--- src/rtl/router_pkt_fifo.sv ---
// router_pkt_fifo: packet byte FIFO with header flag, occupancy flags and pop-side framing check
module router_pkt_fifo #(
    parameter int DATA_W   = 8,
    parameter int DEPTH    = 16,
    parameter int AFULL_TH = DEPTH - 2
) (
    input  logic                     clock,
    input  logic                     resetn,
    input  logic                     soft_reset,
    input  logic                     write_enb,
    input  logic [DATA_W-1:0]        data_in,
    input  logic                     lfd_state,
    input  logic                     read_enb,
    output logic [DATA_W-1:0]        data_out,
    output logic                     data_valid,
    output logic                     sop_out,
    output logic                     pkt_done,
    output logic                     empty,
    output logic                     full,
    output logic                     almost_full,
    output logic [$clog2(DEPTH):0]   level,
    output logic                     pkt_err
);
    localparam int AW = $clog2(DEPTH);
    localparam logic [AW:0] AF_LVL = (AW+1)'(AFULL_TH);
    localparam logic [AW:0] FULL_LVL = (AW+1)'(DEPTH);
    logic [DATA_W:0]   mem [DEPTH];
    logic [AW-1:0]     wr_ptr, rd_ptr;
    logic [DATA_W-2:0] remaining;
    logic [DATA_W:0]   head;
    logic              clr, do_wr, do_rd;
    always_comb begin
        clr = !resetn || soft_reset;
        empty = level == '0;
        full = level == FULL_LVL;
        almost_full = level >= AF_LVL;
        do_wr = write_enb && !full;
        do_rd = read_enb && !empty;
        head = mem[rd_ptr];
    end
    always_ff @(posedge clock)
        if (do_wr && !clr) mem[wr_ptr] <= {lfd_state, data_in};
    always_ff @(posedge clock) begin
        if (clr) begin
            wr_ptr <= '0;
            rd_ptr <= '0;
            level <= '0;
            remaining <= '0;
            pkt_err <= 1'b0;
            data_out <= '0;
            data_valid <= 1'b0;
            sop_out <= 1'b0;
            pkt_done <= 1'b0;
        end else begin
            wr_ptr <= wr_ptr + AW'(do_wr);
            rd_ptr <= rd_ptr + AW'(do_rd);
            level <= level + (AW+1)'(do_wr) - (AW+1)'(do_rd);
            data_out <= do_rd ? head[DATA_W-1:0] : '0;
            data_valid <= do_rd;
            sop_out <= do_rd && head[DATA_W];
            pkt_done <= do_rd && !head[DATA_W] && remaining == (DATA_W-1)'(1);
            // a header arriving mid-packet still restarts the length count
            if (do_rd && head[DATA_W]) begin
                remaining <= {1'b0, head[DATA_W-1:2]} + (DATA_W-1)'(1);
                if (remaining != '0) pkt_err <= 1'b1;
            end else if (do_rd) begin
                if (remaining == '0) pkt_err <= 1'b1;
                else remaining <= remaining - (DATA_W-1)'(1);
            end
        end
    end
endmodule

--- config.mk ---
export PLATFORM = sky130hd
export DESIGN_NAME = router_pkt_fifo
export DESIGN_NICKNAME = d
export VERILOG_FILES = /design/src/rtl/router_pkt_fifo.sv
export SDC_FILE = /design/constraint.sdc
export NUM_CORES = 1
export LEC_CHECK = 0
export ABC_AREA = 1
export CAP_MARGIN = 20
export CORE_UTILIZATION = 45
export DETAILED_ROUTE_END_ITERATION = 8
export PLACE_DENSITY = 0.74
export SLEW_MARGIN = 10
export SYNTH_ARGS = -nofsm -noshare
export SYNTH_HDL_FRONTEND = slang
export SYNTH_SLANG_ARGS = --single-unit
--- constraint.sdc ---
create_clock -name clock -period 2.2 [get_ports clock]
set_input_delay 0.22 -clock clock [delete_from_list [all_inputs] [get_ports clock]]
set_output_delay 0.22 -clock clock [all_outputs]
set_load 0.05 [all_outputs]
# After elaboration in Yosys (flattened, before gate mapping)
# Memory sizes are Yosys's and may differ from the RTL's. A register that Yosys moved wholly into a read port is not among the register bits.
# Index checks and enable logic that the tools add are counted.
[op_classes]
n_eq_ne = 4
n_addsub = 6
n_bitwise = 1
magnitude_cmp = 1
n_mux = 10
n_reduce_logical = 20
[ops]
columns = ["operator", "count"]
rows = [
  ["$mux W7", 3],
  ["$add A4 B1 Y4", 2],
  ["$add A6 B1 Y7 const B", 1],
  ["$eq A7 B1 Y1 const B", 1],
  ["$logic_not A7 Y1", 1],
  ["$reduce_bool A7 Y1", 1],
  ["$sub A7 B1 Y7 const B", 1],
  ["$logic_and A1 B1 Y1", 6],
  ["$mux W1", 6],
  ["$add A5 B1 Y5", 1],
  ["$eq A5 B5 Y1 const B", 1],
  ["$ge A5 B4 Y1 const B", 1],
  ["$logic_not A1 Y1", 5],
  ["$logic_not A5 Y1", 1],
  ["$sub A5 B1 Y5", 1],
  ["$mux W4", 1],
  ["$reduce_bool A2 Y1", 2],
  ["$reduce_and A3 Y1", 1],
  ["$ne A2 B1 Y1 const B", 1],
  ["$ne A2 B2 Y1 const B", 1],
  ["$reduce_and A2 Y1", 1],
  ["$reduce_or A2 Y1", 1],
  ["$logic_or A1 B1 Y1", 1],
  ["$not A1 Y1", 1],
]
[word_totals]
output_inout_bits = 20
reg_bits = 32
mem_count = 1
elab_cells = 52
in_bits = 14
ram_bits = 144
[memory_table]
columns = ["memory", "depth", "width", "rd", "rd_clocked_by_memory_dff", "wr", "line", "rtl"]
rows = [
  ["mem", 16, 9, 1, 1, 1, "27", "logic [DATA_W:0] mem [DEPTH];"],
]

# Depth between registers and ports, before layout
# Gate-level depths: netlist of the first run.
[depth]
ltp_word = 6
depth_mapped = 16
mapped_depth_nobuf = 16

# Least setup slack after synthesis of the first run
# Ideal clock, no wire load.
[synth_timing]
path_kind = "flip-flop to flip-flop"
startpoint = "register level[2]"
endpoint = "register level[4]"
synth_period_minus_slack_ns = 3.076
setup_ns = 0.070
stages_incl_launch_ff = 17
required_ns = 2.130
setup_slack_ns = -0.876
n_path_buf = 0
t_arrival_ns = 3.007
path_cell_list = "dfxtp_1 -> inv_1 -> ha_1 -> nand3_1 -> nor2_1 -> inv_1 -> nand2_1 -> inv_1 -> nand2_1 -> nand2_1 -> ha_1 -> fa_1 -> nand2_1 -> a21oi_1 -> nor2_1 -> o21ai_0 -> a21oi_1"
[synth_via]
word_cells_on_any_way = 8
cone_classes = "add/sub: 2; eq/ne: 1; reduce/logical: 5"
[synth_lines]
columns = ["element", "line", "rtl"]
rows = [
  ["start: declaration", "21", "output logic [$clog2(DEPTH):0] level,"],
  ["start signal: assignment", "57", "level <= level + (AW+1)'(do_wr) - (AW+1)'(do_rd);"],
  ["$logic_not A5 Y1", "34", "empty = level == '0;"],
  ["net empty", "18", "output logic empty,"],
  ["$logic_not A1 Y1", "38", "do_rd = read_enb && !empty;"],
  ["$logic_and A1 B1 Y1", "38", ""],
  ["net do_rd", "31", "logic clr, do_wr, do_rd;"],
  ["$sub A5 B1 Y5", "57", ""],
]
# The timed path passes the listed nets, and every way through them passes these cells.
# A chain may end at the register's enable or synchronous reset.

# Final worst setup path of the first run
[layout_timing]
startpoint = "register level[2]"
endpoint = "register level[4]"
[layout_via]
word_cells_on_any_way = 8
cone_classes = "add/sub: 2; eq/ne: 1; reduce/logical: 5"
[layout_lines]
columns = ["element", "line"]
rows = [
  ["$logic_not A5 Y1", "34"],
  ["$logic_not A1 Y1", "38"],
  ["$logic_and A1 B1 Y1", "38"],
  ["net do_rd", "31"],
  ["$sub A5 B1 Y5", "57"],
]
# The timed path passes the listed nets, and every way through them passes these cells.

==> metrics.cfg, run 1 <==
[synthesis]
yosysUniqueCellTypes = 32
synth_fp_nets = 742
synth_edf_count = 144
syn_avg_cell_area_um2 = 10.5
synth_ff_type = edfxtp_1
ys_warn_count = 0
async_reset_ff_frac = 0
syn-instance-count = 711
synth-seq-area-share = 0.663
synth.ff_latch_count = 176
synth_area_um2 = 7490

[sta]
period_share = 0.948
period_needed_ns = 2.09
rsz0062_at_grt = true
fin_skew_ns = 0.00776
fmax_ghz = 0.479
finalHoldViolCount = 0
maxSlewHeadroom = 0.590
whs_ns = 0.475
maxSlewViolCount = 0
max_slew.worst_pin.slew_ns = 0.613
setup_viol = 0

[critical_path]
worstRegToRegCells = 16
reg2reg_from = level[2]
end_kind = flip-flop
start_kind = flip-flop
crit_required_ns = 2.55
crit_arrival_ns = 2.44
r2r_slack_ns = 0.11
critPathKind = flip-flop to flip-flop
worstPathMaxFanout = 5
r2r-end = level[4]

[route]
drt-initial-drc-count = 427
post_drt_wl_per_cell_um = 15.9
drt-total-wl_um = 16000
dr_total_vias = 5145
ant_nets = 0
drtPass1Iterations = 7
drc = 0
via_per_inst = 5.11

[clocking]
cts_made_buffers = 17
clockRootBuffer = clkbuf_16
clock_latency_ns = 0.43
htreeDepth = 4
cts_sinks = 176
clk_pin_slew_ns = 0.07
clk_path_buf_depth = 2
cts_tree = built

[grt]
grt_usage = 0.203
globalRouteOverflowTotal = 0
grt_max_degree = 50
grt_pass1_wl_um = 25400
antenna_found_initial = 0
grt_pass1_vias = 4885

[power_and_ir_drop]
total_power_mw = 8.04
pwr-share-comb = 0.186
clock_power_share = 0.350
p_per_area_nw_per_um2 = 900
p_leak_nw = 3.44
sequentialPowerShare = 0.464
switching_power_mw = 2.36
p_int_mw = 5.67
irDropWorstVdd_uv = 635
swShare = 0.294

[layout]
fill_cells = 1326
drive_gt1_frac = 0.139
area_delta_synth_final_pct = 19.2
antenna_cells = 0
final_common_cell = edfxtp_1
layout_common_cells = edfxtp_1, nand2_1, nor2_1, nand3_1, inv_1
fin_util = 0.556
nets = 808

[worst_hold_path]
holdPathEnd = pkt_err
hp-class = flip-flop to flip-flop
hold_start = pkt_err
whs_path_depth = 2

[die]
die-width_um = 131
floorplan.die_area_um2 = 17200
rows = 46
core_um2 = 16100
die-height_um = 131
io_pins = 34
start_util = 0.466

[outcome]
status = complete, no violations

[placed_design]
gp_congestion = 0.821
dp_hpwl_um = 10600
port_buffers = 33

[job]
drv_cap = 0

[synth_stat cells, types with 2 or more instances]
cell,count,area [µm²]
a31oi_1,4,25.0
clkinv_1,2,7.51
nand2_1,144,541
dfxtp_1,32,641
inv_1,69,259
a21oi_1,24,120
buf_6,4,45.0
o211ai_1,5,37.5
xnor2_1,6,52.6
buf_4,5,37.5
nand3_1,68,340
inv_2,3,11.3
nor2_1,91,342
ha_1,16,200
o21ai_1,12,60.1
edfxtp_1,144,4320
clkbuf_1,6,22.5
buf_2,14,70.1
o22ai_1,6,37.5
o221ai_1,2,17.5
o21ai_0,43,215
[state kept, by name, indices dropped and copies added, names as in the netlist]
register and flops:
mem 144, wr_ptr 4, pkt_done 1, rd_ptr 4, level 5, remaining 7, pkt_err 1, sop_out 1
data_valid 1, data_out 8
[layer usage]
| metal | up-vias | GRT usage | routed length, µm |
|---|---|---|---|
| met2 | 203 | 0.337 | 7610 |
| met5 | - | 0 | 0 |
| met1 | 2381 | 0.271 | 7110 |
| met3 | 16 | 0.0415 | 1120 |
| met4 | 0 | 0.0548 | 160 |
| li1 | 2545 | - | - |
[through the flow]
step	cells	worst slack [ns]	setup TNS (ns)	area, µm²
after floorplan	711	-0.155	-0.255	7550
after global placement	973	0.0886	0	8340
after detailed placement	973	0.0321	0	8340
after CTS	1005	0.0412	0	8890
after global routing	1006	-0.0503	-0.0772	8930
final	1006	0.114	0	8930
[layout make-up]
| type | instances | area, µm² | area share |
|---|---|---|---|
| Clock buffer | 18 | 429 | 0.0481 |
| Clock inverter | 14 | 125 | 0.0140 |
| Inverter | 74 | 289 | 0.0324 |
| Multi-Input combinational cell | 430 | 2130 | 0.238 |
| Sequential cell | 176 | 4980 | 0.558 |
| Tap cell | 216 | 270 | 0.0303 |
| Timing Repair Buffer | 78 | 706 | 0.0790 |
[power groups by stage]
stage          clock, mW  combinational, mW  sequential [mW]
4_1_cts             2.85               1.46             3.73
2_1_floorplan          0              0.909             3.93
6_report            2.81               1.50             3.73
3_3_place_gp           0               1.46             3.80
5_1_grt             2.99               1.67             3.74
3_5_place_dp           0               1.47             3.80
[worst max-delay path: stages, from the launching register on]
cell and delay, ns:
dfxtp_4 0.37, inv_4 0.06, ha_4 0.12, nand3_4 0.10, nor2_4 0.10, inv_2 0.05
nand2_4 0.08, inv_2 0.05, nand2_2 0.05, nand2_1 0.05, ha_2 0.18, fa_2 0.36
nand2_2 0.07, a21oi_1 0.06, nor2_1 0.12, o21ai_1 0.07, a21oi_1 0.11
[kinds of logic (layout without fill, tap and decap cells)]
| logic type | count (synthesis) | count (layout) | synth area share |
|---|---|---|---|
| AND/OR/NAND/NOR | 308 | 308 | 0.167 |
| flip-flops | 176 | 176 | 0.663 |
| buffers and inverters | 105 | 184 | 0.0617 |
| AO/OA/AOI/OAI | 98 | 98 | 0.0705 |
| adder cells (fa/ha/maj) | 17 | 17 | 0.0294 |
| XOR/XNOR | 7 | 7 | 0.00819 |
[how the worst max path moves through the flow]
| stage | startpoint | slack [ns] | endpoint |
|---|---|---|---|
| CTS | rd_ptr[1] | 0.04 | remaining[5] |
| global placement | rd_ptr[1] | 0.09 | remaining[5] |
| global route | level[2] | -0.05 | level[4] |
| detailed placement | resetn | 0.03 | mem[10][3] |
| floorplan | level[3] | -0.15 | level[4] |
| finish | level[2] | 0.11 | level[4] |
[timing repair]
action,4_1_cts,5_1_grt
resized for setup,3,15
hold buffers,0,0
endpoints found under the hold margin,0,0
setup buffers,0,1
endpoints found under the setup margin,3,101
pin swaps,0,5
Note: power is estimated with default switching activity, not from simulation.
==> inputs of run 2 (changes only) <==
CORE_UTILIZATION = 54   (was 45)
PLACE_DENSITY = 0.84   (was 0.74)
==> run 2 against run 1 <==
Effect of this change: flip-flop and latch count unchanged; total power is 8.1% higher; critical endpoint unchanged; setup slack got worse by 0.044 ns.
==> metrics.cfg, run 2 (synthesis results as in run 1) <==
[sta]
period_needed_ns = 2.13
whs_ns = 0.521
finalHoldViolCount = 0
fin_skew_ns = 0.00940
max_slew.worst_pin.slew_ns = 0.619
rsz0062_at_grt = true
setup_viol = 0
maxSlewHeadroom = 0.586
maxSlewViolCount = 0
finalSetupTns_ns = 0
fmax_ghz = 0.470
period_share = 0.968

[power_and_ir_drop]
irDropWorstVdd_uv = 658
total_power_mw = 8.69
p_per_area_nw_per_um2 = 951
p_leak_nw = 3.58

[route]
drt-initial-drc-count = 570
wl_met1_um = 6560
post_drt_wl_per_cell_um = 17.5
ant_nets = 0
dr_wl_met3_um = 1410
top_layer = met4
drc = 0
wl_met2_um = 8660
dr_total_vias = 5421
drtPass1Iterations = 6
drt-total-wl_um = 17100
via_per_inst = 5.53

[layout]
final_common_cell = edfxtp_1
nets = 822
layout_common_cells = edfxtp_1, nand2_1, nor2_1, nand3_1, inv_1
largest_reg_flops = 144
final_area_um2 = 9130
regMostFlops = mem
antenna_cells = 0
top_regs = mem (144), data_out (8), remaining (7)
drive_gt1_frac = 0.159
area_delta_synth_final_pct = 21.9

[worst_hold_path]
holdPathEnd = pkt_err
hold_start = pkt_err
hp-class = flip-flop to flip-flop
whs_path_depth = 2

[critical_path]
reg2reg_from = level[2]
end_kind = flip-flop
worstPathMaxFanout = 4
worstRegToRegCells = 16
critPathKind = flip-flop to flip-flop
crit_arrival_ns = 2.50
crit_required_ns = 2.57
r2r-end = level[4]
r2r_slack_ns = 0.07
start_kind = flip-flop

[clocking]
postCtsHoldBufs = 0
clk_pin_slew_ns = 0.07
clk_path_buf_depth = 2
cts_made_buffers = 17
htreeDepth = 4
cts_sinks = 176
clock_latency_ns = 0.44
cts_tree = built
clockRootBuffer = clkbuf_16

[outcome]
status = complete, no violations

[placed_design]
dpl_cell_area_um2 = 8320
port_buffers = 33
dp_hpwl_um = 11000
gp_congestion = 0.888

[grt]
grt_usage = 0.249
grt_max_degree = 39
grt_pass1_vias = 5209
globalRouteOverflowTotal = 0
antenna_found_initial = 0
grt_pass1_wl_um = 26400

[die]
die-width_um = 120
io_pins = 34
rows = 42
die-height_um = 120
start_util = 0.559
core_um2 = 13400
floorplan.die_area_um2 = 14300

[job]
drv_cap = 0

run 2: cell types whose count changed in the layout (fill, tap and decap cells not counted), moves of 2 or more:
cell / previous run / this run
nand2_4: 1 / 3
bufinv_16: 0 / 4
clkinvlp_4: 3 / 0
nand2_1: 139 / 137
inv_6: 5 / 3
buf_4: 41 / 53
run 2: how the worst max path moves through the flow:
| stage | slack [ns] | endpoint | cells past startpoint | from |
|---|---|---|---|---|
| floorplan | -0.15 | level[4] | 16 | level[3] |
| global placement | 0.04 | level[4] | 16 | level[3] |
| detailed placement | -0.02 | level[4] | 16 | level[3] |
| CTS | 0.01 | level[4] | 16 | level[3] |
| global route | -0.05 | level[4] | 16 | level[2] |
| finish | 0.07 | level[4] | 16 | level[2] |
run 2: final cells by class:
class                   count  area, µm²
clock inverters            13        199
repair buffers             92        832
clock buffers              19        443
multi-input cells         430       2170
fillers                   929       4270
flip-flops and latches    176       4980
well taps                 176        220
inverters                  74        290
run 2: timing repair:
action / 4_1_cts / 5_1_grt
gates cloned: 0 / 1
hold endpoints to repair: 0 / 0
buffers inserted: 0 / 10
endpoints found under the setup margin: 4 / 94
resized for setup: 3 / 24
pin swaps: 3 / 8
run 2: routing by layer:
layer,vias up,GRT usage
met2,241,0.418
li1,2563,-
met3,43,0.0699
met5,-,0
met4,0,0.116
met1,2574,0.296
run 2: metrics by stage:
| stage | instances | worst slack [ns] | util |
|---|---|---|---|
| floorplan | 711 | -0.155 | - |
| global placement | 937 | 0.0408 | 0.621 |
| detailed placement | 937 | -0.0220 | 0.621 |
| CTS | 969 | 0.0112 | 0.669 |
| global route | 980 | -0.0483 | 0.681 |
| finish | 980 | 0.0701 | 0.681 |
run 2: report_power, final:
part           leakage (nW)  internal (mW)  switching, mW
clock network         0.318           1.96           1.31
logic                  1.70          0.628           1.05
registers              1.56           3.67         0.0663
run 2: worst max-delay path, cell delays in order (launching register included):
cell     delay [ns]
dfxtp_4        0.36
inv_4          0.06
ha_4           0.13
nand3_4        0.10
nor2_4         0.13
inv_2          0.05
nand2_4        0.09
inv_4          0.05
nand2_4        0.08
nand2_4        0.06
ha_4           0.16
fa_2           0.36
nand2_2        0.07
a21oi_2        0.05
nor2_2         0.12
o21ai_1        0.07
a21oi_1        0.11
